--- config.mk ---
export PLATFORM = sky130hd
export DESIGN_NAME = trace_packer_flat
export DESIGN_NICKNAME = d
export VERILOG_FILES = /design/src/rtl/trace_packer_if.sv /design/src/rtl/trace_packer.sv /design/src/flat_wrapper.sv
export SDC_FILE = /design/constraint.sdc
export NUM_CORES = 1
export LEC_CHECK = 0
export ABC_AREA = 0
export ABC_CLOCK_PERIOD_IN_PS = 3900
export CELL_PAD_IN_SITES_DETAIL_PLACEMENT = 0
export CELL_PAD_IN_SITES_GLOBAL_PLACEMENT = 1
export CORE_MARGIN = 5
export CORE_UTILIZATION = 41
export DETAILED_ROUTE_END_ITERATION = 16
export HOLD_SLACK_MARGIN = 0.15
export MAX_ROUTING_LAYER = met4
export PLACE_DENSITY = 0.9
export SETUP_SLACK_MARGIN = 0.4
export SYNTH_ARGS = -nofsm -noshare
export SYNTH_HDL_FRONTEND = slang
export SYNTH_SLANG_ARGS = --single-unit
--- constraint.sdc ---
create_clock -name CLK_I -period 3.9 [get_ports CLK_I]
set_input_delay 0.975 -clock CLK_I [delete_from_list [all_inputs] [get_ports CLK_I]]
set_output_delay 0.975 -clock CLK_I [all_outputs]
set_load 0.02 [all_outputs]
--- src/rtl/trace_packer_if.sv ---
// Bus bundle for trace_packer: sample input, trace-memory store/load ports and stream output.
// The master modport is the packer itself, the slave modport is its environment.
interface trace_packer_if #(
  parameter int TRB_WIDTH       = 64,
  parameter int TRB_MAX_TRACES  = 8,
  parameter int TRB_NTRACE_BITS = 2
);
  localparam int POS_W = $clog2(TRB_WIDTH);

  logic                       MODE_I;
  logic [TRB_NTRACE_BITS-1:0] NTRACE_I;
  logic [TRB_MAX_TRACES-1:0]  TRACE_I;
  logic                       TRACE_VALID_I;
  logic                       TRIGGER_I;
  logic                       TRG_EVENT_O;
  logic [POS_W-1:0]           EVENT_POS_O;
  logic                       TRG_DELAYED_I;
  logic [TRB_WIDTH-1:0]       DATA_O;
  logic                       STORE_O;
  logic                       STORE_PERM_I;
  logic [TRB_WIDTH-1:0]       DATA_I;
  logic                       LOAD_REQUEST_O;
  logic                       LOAD_GRANT_I;
  logic [TRB_MAX_TRACES-1:0]  TRACE_O;
  logic                       TRACE_VALID_O;
  logic                       TRACE_READY_I;
  logic                       OVERFLOW_O;

  modport master (
    input  MODE_I, NTRACE_I, TRACE_I, TRACE_VALID_I, TRIGGER_I, TRG_DELAYED_I,
           STORE_PERM_I, DATA_I, LOAD_GRANT_I, TRACE_READY_I,
    output TRG_EVENT_O, EVENT_POS_O, DATA_O, STORE_O, LOAD_REQUEST_O,
           TRACE_O, TRACE_VALID_O, OVERFLOW_O
  );

  modport slave (
    output MODE_I, NTRACE_I, TRACE_I, TRACE_VALID_I, TRIGGER_I, TRG_DELAYED_I,
           STORE_PERM_I, DATA_I, LOAD_GRANT_I, TRACE_READY_I,
    input  TRG_EVENT_O, EVENT_POS_O, DATA_O, STORE_O, LOAD_REQUEST_O,
           TRACE_O, TRACE_VALID_O, OVERFLOW_O
  );
endinterface

--- src/rtl/trace_packer.sv ---
// Trace packer: packs per-cycle trace lanes into memory words (trace mode) or
// fetches memory words and unpacks them onto the trace lanes (streaming mode).
module trace_packer #(
  parameter int TRB_WIDTH       = 64,
  parameter int TRB_MAX_TRACES  = 8,
  parameter int TRB_NTRACE_BITS = 2
) (
  input logic            CLK_I,
  input logic            RST_I,
  trace_packer_if.master bus
);
  localparam int POS_W  = $clog2(TRB_WIDTH);
  localparam int FILL_W = POS_W + 1;
  localparam logic [FILL_W-1:0] FULL_FILL = FILL_W'(TRB_WIDTH);

  typedef enum logic [1:0] {ST_CAPTURE = 2'd0, ST_HALT = 2'd1, ST_STREAM = 2'd2} state_e;
  typedef enum logic [1:0] {LD_EMPTY = 2'd0, LD_REQ = 2'd1, LD_WAIT = 2'd2, LD_FULL = 2'd3} load_e;

  state_e                     state_r, state_s;
  load_e                      ld_r, ld_s;
  logic [TRB_NTRACE_BITS-1:0] ntrace_r;
  logic [FILL_W-1:0]          lanes_s;
  logic [TRB_MAX_TRACES-1:0]  lane_mask_s;
  logic [TRB_WIDTH-1:0]       pack_r, pack_s, shadow_r, shadow_s, word_r, word_s;
  logic [TRB_WIDTH-1:0]       sample_word_s;
  logic [FILL_W-1:0]          fill_r, fill_s, pos_r, pos_s;
  logic                       shadow_full_r, shadow_full_s, store_r, store_s;
  logic                       trg_r, trg_s, overflow_r, overflow_s;
  logic [POS_W-1:0]           event_pos_r, event_pos_s;
  logic                       req_r, tvalid_r;
  logic [TRB_MAX_TRACES-1:0]  trace_o_r, trace_o_s;
  logic                       sample_s, move_s;

  // Lane count and mask derived from the lane code latched during reset
  always_comb begin
    lanes_s = {{(FILL_W-1){1'b0}}, 1'b1} << ntrace_r;
    for (int i = 0; i < TRB_MAX_TRACES; i++) begin
      lane_mask_s[i] = (i < int'(lanes_s));
    end
  end

  // Top-level mode FSM: capture halts for good once the trigger delay expires
  always_comb begin
    state_s = state_r;
    case (state_r)
      ST_CAPTURE: if (bus.TRG_DELAYED_I) state_s = ST_HALT; else state_s = ST_CAPTURE;
      ST_HALT:    state_s = ST_HALT;
      ST_STREAM:  state_s = ST_STREAM;
      default:    state_s = ST_CAPTURE;
    endcase
  end

  // Packing, shadow hand-off, store strobe, trigger capture and overflow
  always_comb begin
    pack_s        = pack_r;
    fill_s        = fill_r;
    shadow_s      = shadow_r;
    shadow_full_s = shadow_full_r;
    store_s       = 1'b0;
    trg_s         = trg_r;
    event_pos_s   = event_pos_r;
    overflow_s    = overflow_r;
    sample_word_s = TRB_WIDTH'(bus.TRACE_I & lane_mask_s);
    sample_s      = bus.TRACE_VALID_I && (state_r == ST_CAPTURE) && !bus.TRG_DELAYED_I;
    // A full pack word, or a partial one after halt, leaves as soon as the shadow is free
    move_s        = !shadow_full_r &&
                    ((fill_r == FULL_FILL) || ((state_r == ST_HALT) && (fill_r != '0)));

    if (move_s) begin
      shadow_s      = pack_r;
      shadow_full_s = 1'b1;
      if (sample_s) begin
        pack_s = sample_word_s;
        fill_s = lanes_s;
      end else begin
        pack_s = '0;
        fill_s = '0;
      end
    end else if (sample_s && (fill_r != FULL_FILL)) begin
      pack_s = pack_r | (sample_word_s << fill_r);
      fill_s = fill_r + lanes_s;
    end else if (sample_s) begin
      overflow_s = 1'b1;
    end else begin
      pack_s = pack_r;
    end

    if (sample_s && (move_s || (fill_r != FULL_FILL)) && bus.TRIGGER_I && !trg_r) begin
      trg_s       = 1'b1;
      event_pos_s = fill_r[POS_W-1:0];
    end else begin
      trg_s = trg_r;
    end

    if (shadow_full_r && bus.STORE_PERM_I && !store_r) begin
      store_s       = 1'b1;
      shadow_full_s = 1'b0;
    end else begin
      store_s = 1'b0;
    end
  end

  // Streaming load FSM and lane unpacking
  always_comb begin
    ld_s = ld_r;
    word_s = word_r;
    pos_s = pos_r;
    case (ld_r)
      LD_EMPTY: if (state_r == ST_STREAM) ld_s = LD_REQ; else ld_s = LD_EMPTY;
      LD_REQ:   ld_s = LD_WAIT;
      LD_WAIT: begin
        if (bus.LOAD_GRANT_I) begin
          word_s = bus.DATA_I;
          pos_s  = '0;
          ld_s   = LD_FULL;
        end else begin
          ld_s = LD_WAIT;
        end
      end
      LD_FULL: begin
        if (bus.TRACE_READY_I) begin
          pos_s = pos_r + lanes_s;
          if (pos_s == FULL_FILL) ld_s = LD_EMPTY; else ld_s = LD_FULL;
        end else begin
          ld_s = LD_FULL;
        end
      end
      default: ld_s = LD_EMPTY;
    endcase
    if (ld_s == LD_FULL) begin
      trace_o_s = TRB_MAX_TRACES'(word_s >> pos_s) & lane_mask_s;
    end else begin
      trace_o_s = '0;
    end
  end

  // State and output registers; mode and lane code are only taken while in reset
  always_ff @(posedge CLK_I) begin
    if (RST_I) begin
      state_r       <= bus.MODE_I ? ST_STREAM : ST_CAPTURE;
      ntrace_r      <= bus.NTRACE_I;
      ld_r          <= LD_EMPTY;
      pack_r        <= '0;
      fill_r        <= '0;
      shadow_r      <= '0;
      shadow_full_r <= 1'b0;
      store_r       <= 1'b0;
      trg_r         <= 1'b0;
      event_pos_r   <= '0;
      overflow_r    <= 1'b0;
      word_r        <= '0;
      pos_r         <= '0;
      req_r         <= 1'b0;
      tvalid_r      <= 1'b0;
      trace_o_r     <= '0;
    end else begin
      state_r       <= state_s;
      ld_r          <= ld_s;
      pack_r        <= pack_s;
      fill_r        <= fill_s;
      shadow_r      <= shadow_s;
      shadow_full_r <= shadow_full_s;
      store_r       <= store_s;
      trg_r         <= trg_s;
      event_pos_r   <= event_pos_s;
      overflow_r    <= overflow_s;
      word_r        <= word_s;
      pos_r         <= pos_s;
      req_r         <= (ld_s == LD_REQ);
      tvalid_r      <= (ld_s == LD_FULL);
      trace_o_r     <= trace_o_s;
    end
  end

  assign bus.DATA_O         = shadow_r;
  assign bus.STORE_O        = store_r;
  assign bus.TRG_EVENT_O    = trg_r;
  assign bus.EVENT_POS_O    = event_pos_r;
  assign bus.OVERFLOW_O     = overflow_r;
  assign bus.LOAD_REQUEST_O = req_r;
  assign bus.TRACE_VALID_O  = tvalid_r;
  assign bus.TRACE_O        = trace_o_r;
endmodule

--- src/flat_wrapper.sv ---
// flat-port wrapper written by rule: the top's interface ports become plain ports
module trace_packer_flat 
#(
  parameter int TRB_WIDTH       = 64,
  parameter int TRB_MAX_TRACES  = 8,
  parameter int TRB_NTRACE_BITS = 2
)
  (CLK_I, RST_I, bus_MODE_I, bus_NTRACE_I, bus_TRACE_I, bus_TRACE_VALID_I, bus_TRIGGER_I, bus_TRG_DELAYED_I, bus_STORE_PERM_I, bus_DATA_I, bus_LOAD_GRANT_I, bus_TRACE_READY_I, bus_TRG_EVENT_O, bus_EVENT_POS_O, bus_DATA_O, bus_STORE_O, bus_LOAD_REQUEST_O, bus_TRACE_O, bus_TRACE_VALID_O, bus_OVERFLOW_O);
  trace_packer_if #(.TRB_WIDTH(TRB_WIDTH), .TRB_MAX_TRACES(TRB_MAX_TRACES), .TRB_NTRACE_BITS(TRB_NTRACE_BITS)) bus_i ();
  input logic CLK_I;
  input logic RST_I;
  input wire logic [$bits(bus_i.MODE_I)-1:0] bus_MODE_I;
  input wire logic [$bits(bus_i.NTRACE_I)-1:0] bus_NTRACE_I;
  input wire logic [$bits(bus_i.TRACE_I)-1:0] bus_TRACE_I;
  input wire logic [$bits(bus_i.TRACE_VALID_I)-1:0] bus_TRACE_VALID_I;
  input wire logic [$bits(bus_i.TRIGGER_I)-1:0] bus_TRIGGER_I;
  input wire logic [$bits(bus_i.TRG_DELAYED_I)-1:0] bus_TRG_DELAYED_I;
  input wire logic [$bits(bus_i.STORE_PERM_I)-1:0] bus_STORE_PERM_I;
  input wire logic [$bits(bus_i.DATA_I)-1:0] bus_DATA_I;
  input wire logic [$bits(bus_i.LOAD_GRANT_I)-1:0] bus_LOAD_GRANT_I;
  input wire logic [$bits(bus_i.TRACE_READY_I)-1:0] bus_TRACE_READY_I;
  output wire logic [$bits(bus_i.TRG_EVENT_O)-1:0] bus_TRG_EVENT_O;
  output wire logic [$bits(bus_i.EVENT_POS_O)-1:0] bus_EVENT_POS_O;
  output wire logic [$bits(bus_i.DATA_O)-1:0] bus_DATA_O;
  output wire logic [$bits(bus_i.STORE_O)-1:0] bus_STORE_O;
  output wire logic [$bits(bus_i.LOAD_REQUEST_O)-1:0] bus_LOAD_REQUEST_O;
  output wire logic [$bits(bus_i.TRACE_O)-1:0] bus_TRACE_O;
  output wire logic [$bits(bus_i.TRACE_VALID_O)-1:0] bus_TRACE_VALID_O;
  output wire logic [$bits(bus_i.OVERFLOW_O)-1:0] bus_OVERFLOW_O;
  assign bus_i.MODE_I = bus_MODE_I;
  assign bus_i.NTRACE_I = bus_NTRACE_I;
  assign bus_i.TRACE_I = bus_TRACE_I;
  assign bus_i.TRACE_VALID_I = bus_TRACE_VALID_I;
  assign bus_i.TRIGGER_I = bus_TRIGGER_I;
  assign bus_i.TRG_DELAYED_I = bus_TRG_DELAYED_I;
  assign bus_i.STORE_PERM_I = bus_STORE_PERM_I;
  assign bus_i.DATA_I = bus_DATA_I;
  assign bus_i.LOAD_GRANT_I = bus_LOAD_GRANT_I;
  assign bus_i.TRACE_READY_I = bus_TRACE_READY_I;
  assign bus_TRG_EVENT_O = bus_i.TRG_EVENT_O;
  assign bus_EVENT_POS_O = bus_i.EVENT_POS_O;
  assign bus_DATA_O = bus_i.DATA_O;
  assign bus_STORE_O = bus_i.STORE_O;
  assign bus_LOAD_REQUEST_O = bus_i.LOAD_REQUEST_O;
  assign bus_TRACE_O = bus_i.TRACE_O;
  assign bus_TRACE_VALID_O = bus_i.TRACE_VALID_O;
  assign bus_OVERFLOW_O = bus_i.OVERFLOW_O;
  trace_packer #(.TRB_WIDTH(TRB_WIDTH), .TRB_MAX_TRACES(TRB_MAX_TRACES), .TRB_NTRACE_BITS(TRB_NTRACE_BITS)) u_core (.CLK_I(CLK_I), .RST_I(RST_I), .bus(bus_i));
endmodule
==> run metrics, run 1 <==
layout cell share with drive strength beyond 1 0.1114; CP most frequent cell mux2i_1; CP Data Required Time 4330 ps; Seq cells post-synth 232; pwr dens 381.8 nW/um^2; Remaining DRCs 0; final hold vios 0; number of flops mapped to enable cells by yosys 2; CTS Buf Count 26; Final Setup Violations 0; vias per std cell 5.640; number of core rows 62; HPWL after DPL 28.66 mm; Die H 179.3 microns; ys flop type dfxtp_1; Die Span X 179.3 microns; Hold Worst Slack 452.3 ps; htree depth 1; Critical Path Start Type primary input; CP Data Arrival Time 3820 ps; initial DRC count 1024; Post-Syn Nets 1599; vias in the first global route 11130; pin count of the biggest net entering global routing 119; post-route ant nets 0; FFs w/ async S/R, synth 0; TritonCTS clock tree done; CP max stage cell clkdlybuf4s50_1; outcome finished clean; Tot Pwr 0.005789 W; post-synthesis sequential area ratio 0.3969; hold_buf cts 0; Max Cap Viol 0; CP Buf/Inv Count 2; DRT Pass-1 Iters 7; Post-Syn Area 11750 sq um; Post-Layout Cell Count 2071; Crit. End Element flop; max-slew violations 0; Fill cells 2735; Congestion Overflow GR 0; clock-pin transition on the worst setup and hold timing paths 60 ps; Avg Cell Area, Syn 7.782 sq um; CP cell instances clkdlybuf4s50_1 > and3b_4 > buf_4 > mux2_2 > mux2i_1 > o21ai_0 > mux2i_1 > mux2i_1 > a211oi_1 > nor4_1; Post-Synthesis Cells 1510; DIE AREA 32150 sq um; leakage 5.686 nW; antenna diode count 0; count of input and output buffers 165; Layout area overhead 29.00%; synthesis warning total 0; first-pass GRT wire length 62.78 mm; Hold Path Class flop to flop; final wirelength 40.12 mm; CTS sink count 232; Initial Util 0.4128; global placer's final weighted congestion 0.9432; fmax 0.2946 GHz; slew margin rel. 0.4058; crit-path leading delay family multiplexers; Vias 11680; post-layout util 0.5325; wire per inst 19.37 microns; gr usage total 0.2505; Nets 1757; initial antenna violation count 0; Worst Setup Path Type primary input to flop; slew of the pin with the lowest slew margin 890.4 ps; post-route clock period utilization 0.8704; RSZ-0062 raised after global routing no; skew final 11.87 ps; Clock Latency Late Sink 560 ps; CORE AREA 28470 sq um; Max Root-Sink Buffers 3; placed cell count 2014; Max rail drop VDD 319.0 uV; critical path fanouts, max 18; clock root cell clkbuf_16; I/O pins 166; peak per-stage delay on the critical path 540 ps; post-route setup TNS 0 ps; final worst path period need 3395 ps; library cells used by synthesis 78
==> cell type report <==
class,instances,area (sq um),area share
flip-flops and latches,232,4664,0.3077
well taps,384,480.5,0.03169
inverters,21,78.83,0.005200
repair buffers,249,2431,0.1604
multi-input cells,1138,6590,0.4347
clock buffers,39,769.5,0.05076
clock inverters,8,145.1,0.009574
==> registers in the layout, summed over array words and instances, names as in the netlist <==
register	count
u_core.bus.DATA_O	64
u_core.bus.EVENT_POS_O	6
u_core.bus.LOAD_REQUEST_O	1
u_core.bus.OVERFLOW_O	1
u_core.bus.STORE_O	1
u_core.bus.TRACE_O	8
u_core.bus.TRACE_VALID_O	1
u_core.bus.TRG_EVENT_O	1
u_core.fill_r	7
u_core.ld_r	2
u_core.ntrace_r	2
u_core.pack_r	64
u_core.pos_r	7
u_core.shadow_full_r	1
u_core.state_r	2
u_core.word_r	64
==> through the flow <==
step           instance area [sq um]  setup WS, ps
3_5_place_dp                   14130        -37.74
4_1_cts                        15100         399.6
6_report                       15160         505.4
3_3_place_gp                   14130        -14.17
5_1_grt                        15160         374.6
2_1_floorplan                  11750         561.4
==> path summary, 6_finish.rpt <==
check / startpoint / to / slack [ps] / cells after the start
max: bus_LOAD_GRANT_I / u_core.bus.TRACE_O[1]$_SDFF_PP0_ / 510 / 10
min: u_core.pack_r[11]$_SDFFE_PP0P_ / u_core.bus.DATA_O[11]$_SDFFE_PP0P_ / 450 / 2
max reg2reg: u_core.ntrace_r[1]$_DFFE_PP_ / u_core.bus.TRACE_O[2]$_SDFF_PP0_ / 560 / 11
min reg2reg: u_core.pack_r[11]$_SDFFE_PP0P_ / u_core.bus.DATA_O[11]$_SDFFE_PP0P_ / 450 / 2
==> power breakdown <==
part	switching [W]	total (W)	internal [W]	leakage [nW]
registers	0.0000547	0.00247	0.00242	1.88
clock network	0.00104	0.00261	0.00157	0.448
logic	0.000407	0.000709	0.000302	3.36
total	0.00150	0.00579	0.00428	5.69
==> layout by cell type (no fill, tap or decap), types with 32 or more instances in the layout <==
master / synthesis / final
nand2_1: 290 / 290
dfxtp_1: 230 / 230
a21oi_1: 206 / 204
nor2_1: 182 / 181
clkdlybuf4s50_1: 0 / 164
mux2i_1: 87 / 87
buf_4: 1 / 71
o21ai_0: 44 / 44
nor3_1: 34 / 33
mux2_2: 32 / 32
==> kinds of logic (layout without fill, tap and decap cells) <==
logic type | Yosys count | in the layout | synth area share
buffers and inverters | 140 | 317 | 0.04823
adder cells (fa/ha/maj) | 7 | 7 | 0.007240
AO/OA/AOI/OAI | 411 | 411 | 0.2168
AND/OR/NAND/NOR | 588 | 588 | 0.2105
multiplexers | 124 | 124 | 0.1144
flip-flops | 232 | 232 | 0.3969
XOR/XNOR | 8 | 8 | 0.005963
==> per-layer routing <==
metal | up-vias | global-route usage | routed length, microns
met3 | 84 | 0.03058 | 2502
li1 | 5626 | - | -
met5 | - | - | 0
met4 | 0 | 0.06347 | 1062
met2 | 454 | 0.3866 | 18270
met1 | 5517 | 0.3509 | 18290
==> what timing repair did <==
action,CTS,global route
setup endpoints to repair,7,7
resized for setup,1,9
setup buffers,6,4
pin swaps,1,2
==> synth_stat cells, drive strengths merged, types with 4 or more instances <==
master     n  area [sq um]
o21ai     46         230.2
o211ai    11         82.58
nand3b     5         37.54
nand4      5         31.28
nor4       7         43.79
a211o      6         52.55
a211oi    31         237.7
a21oi    206          1031
xnor2      5         43.79
a21o       6         45.04
nand3     15         75.07
inv       19         71.32
a22oi      4         30.03
buf       29         150.2
a22o       5         43.79
ha         6         75.07
nor2     182         683.2
o21a       5         37.54
nand2    290          1089
mux2i     87         870.8
nor2b     17         113.9
o2111ai    5         43.79
and3       7         43.79
dfxtp    230          4604
clkbuf    90         337.8
o211a      6         60.06
o31ai      6         58.81
nor3      34         170.2
o22ai     12         75.07
a221oi     6         58.80
a2111oi    4         35.03
mux4       5         112.6
nand2b    11         68.82
a31oi     18         112.6
mux2      32         360.4
==> worst min-delay path: cells and delay by family (launching register included) <==
family             cells  cell delay, ps
DFF                    1             310
and+or+nand+nor        1              50
AOI/OAI and AO/OA      1              50
(Power assumes the default switching activity.)
==> run 2: changes to the inputs <==
CELL_PAD_IN_SITES_DETAIL_PLACEMENT = not set   (was 0)
CELL_PAD_IN_SITES_GLOBAL_PLACEMENT = not set   (was 1)
CORE_UTILIZATION = 55   (was 41)
GPL_TIMING_DRIVEN = 0   (was not set)
PLACE_DENSITY = 0.89   (was 0.9)
SETUP_SLACK_MARGIN = 0.1   (was 0.4)
==> run metrics, run 2 (synthesis results as in run 1) <==
outcome finished clean; htree depth 1; wire per inst 26.04 microns; clock-pin transition on the worst setup and hold timing paths 60 ps; Max Cap Viol 0; slew of the pin with the lowest slew margin 1324 ps; Congestion Overflow GR 0; antenna diode count 0; initial antenna violation count 0; Max Root-Sink Buffers 3; DRT Pass-1 Iters 6; clock root cell clkbuf_16; CTS sink count 232; hold_buf cts 0; Hold Worst Slack 456.2 ps; Die H 156.2 microns; Initial Util 0.5590; vias per std cell 6.599; Crit. End Element flop; Storage cell area 4664 sq um; CP Data Required Time 4310 ps; CP most frequent cell clkbuf_2; TritonCTS clock tree done; CTS Buf Count 24; DP Area 13750 sq um; RSZ-0062 raised after global routing yes; global placer's final weighted congestion 1.094; Clock Latency Late Sink 550 ps; Die Span X 156.2 microns; skew final 30.20 ps; Fill cells 1632; final wirelength 52.55 mm; number of core rows 53; pwr dens 386.7 nW/um^2; Max rail drop VDD 487.2 uV; layout cell share with drive strength beyond 1 0.1038; Nets 1814; CP Data Arrival Time 4170 ps; final hold vios 0; Vias 13320; area of the multi-input gates 6659 sq um; Final Setup Violations 0; peak per-stage delay on the critical path 590 ps; Final Cell Area 15050 sq um; CORE AREA 21020 sq um; first-pass GRT wire length 76.67 mm; CP cell instances clkdlybuf4s50_1 > and3b_1 > a211o_2 > clkbuf_2 > clkbuf_2 > o21ai_0 > a21oi_1 > a221oi_1 > nor3_1 > nor4_2; count of input and output buffers 165; I/O pins 166; Tot Pwr 0.005819 W; Hold Path Class flop to flop; commonest non-fill, non-tap cell in the layout nand2_1; Worst Setup Path Type primary input to flop; Critical Path Start Type primary input; gr usage total 0.4238; Remaining DRCs 0; DIE AREA 24390 sq um; HPWL after DPL 38.68 mm; PnR worst setup slack 140.9 ps; CP max stage cell clkdlybuf4s50_1; most frequent cells in the layout 289 x nand2_1, 230 x dfxtp_1, 204 x a21oi_1; max-slew violations 0; initial DRC count 1943; slew margin rel. 0.09451; critical path fanouts, max 10; FF-to-FF setup slack 210 ps; post-route clock period utilization 0.9639; pin count of the biggest net entering global routing 17; final worst path period need 3759 ps; vias in the first global route 12420; Layout area overhead 28.06%; fmax 0.2660 GHz; post-route ant nets 0; dpl ws -1597 ps; leakage 5.617 nW
-- run 2: cell type report --
cell class,count,share of cell area
Buffer,119,0.03850
Clock inverter,16,0.01472
Timing Repair Buffer,189,0.1226
Clock buffer,28,0.04365
Inverter,21,0.005238
Multi-Input combinational cell,1138,0.4425
Tap cell,275,0.02287
Sequential cell,232,0.3100
-- run 2: timing repair --
| item | 4_1_cts | 5_1_grt |
|---|---|---|
| setup endpoints to repair | 20 | 8 |
| resized for setup | 60 | 27 |
| setup buffers | 10 | 13 |
| pin swaps | 6 | 6 |
| cloned | 0 | 1 |
-- run 2: path summary, 6_finish.rpt --
| check | startpoint | end | cells after the start |
|---|---|---|---|
| hold / removal | u_core.bus.DATA_O[20]$_SDFFE_PP0P_ | u_core.bus.DATA_O[20]$_SDFFE_PP0P_ | 2 |
| setup reg to reg | u_core.ntrace_r[1]$_DFFE_PP_ | u_core.bus.TRACE_O[5]$_SDFF_PP0_ | 13 |
| setup / recovery | bus_TRACE_READY_I | u_core.bus.TRACE_O[1]$_SDFF_PP0_ | 10 |
| hold reg to reg | u_core.bus.DATA_O[20]$_SDFFE_PP0P_ | u_core.bus.DATA_O[20]$_SDFFE_PP0P_ | 2 |
-- run 2: critical path: cells and delay by family --
kind | cells | cell delay (ps)
compound gates | 4 | 1270
simple gates | 3 | 710
buf+inv | 3 | 1210
-- run 2: layer usage --
metal / vias up / part of all wire / GRT usage
li1: 5752 / - / -
met3: 231 / 0.14 / 0.1032
met5: - / 0 / -
met4: 0 / 0.062 / 0.1876
met2: 1083 / 0.43 / 0.6374
met1: 6250 / 0.37 / 0.5433
-- run 2: metrics by stage --
step,cells,TNS (ps),utilization
global placement,1950,-22620,0.6539
floorplan,1510,0,-
finish,2018,0,0.7159
detailed placement,1950,-20750,0.6542
CTS,2004,0,0.7082
global route,2018,0,0.7159
-- run 2: power breakdown --
group          internal (W)  switching, W
clock               0.00149       0.00106
sequential          0.00241     0.0000376
combinational      0.000293      0.000522
total               0.00420       0.00162
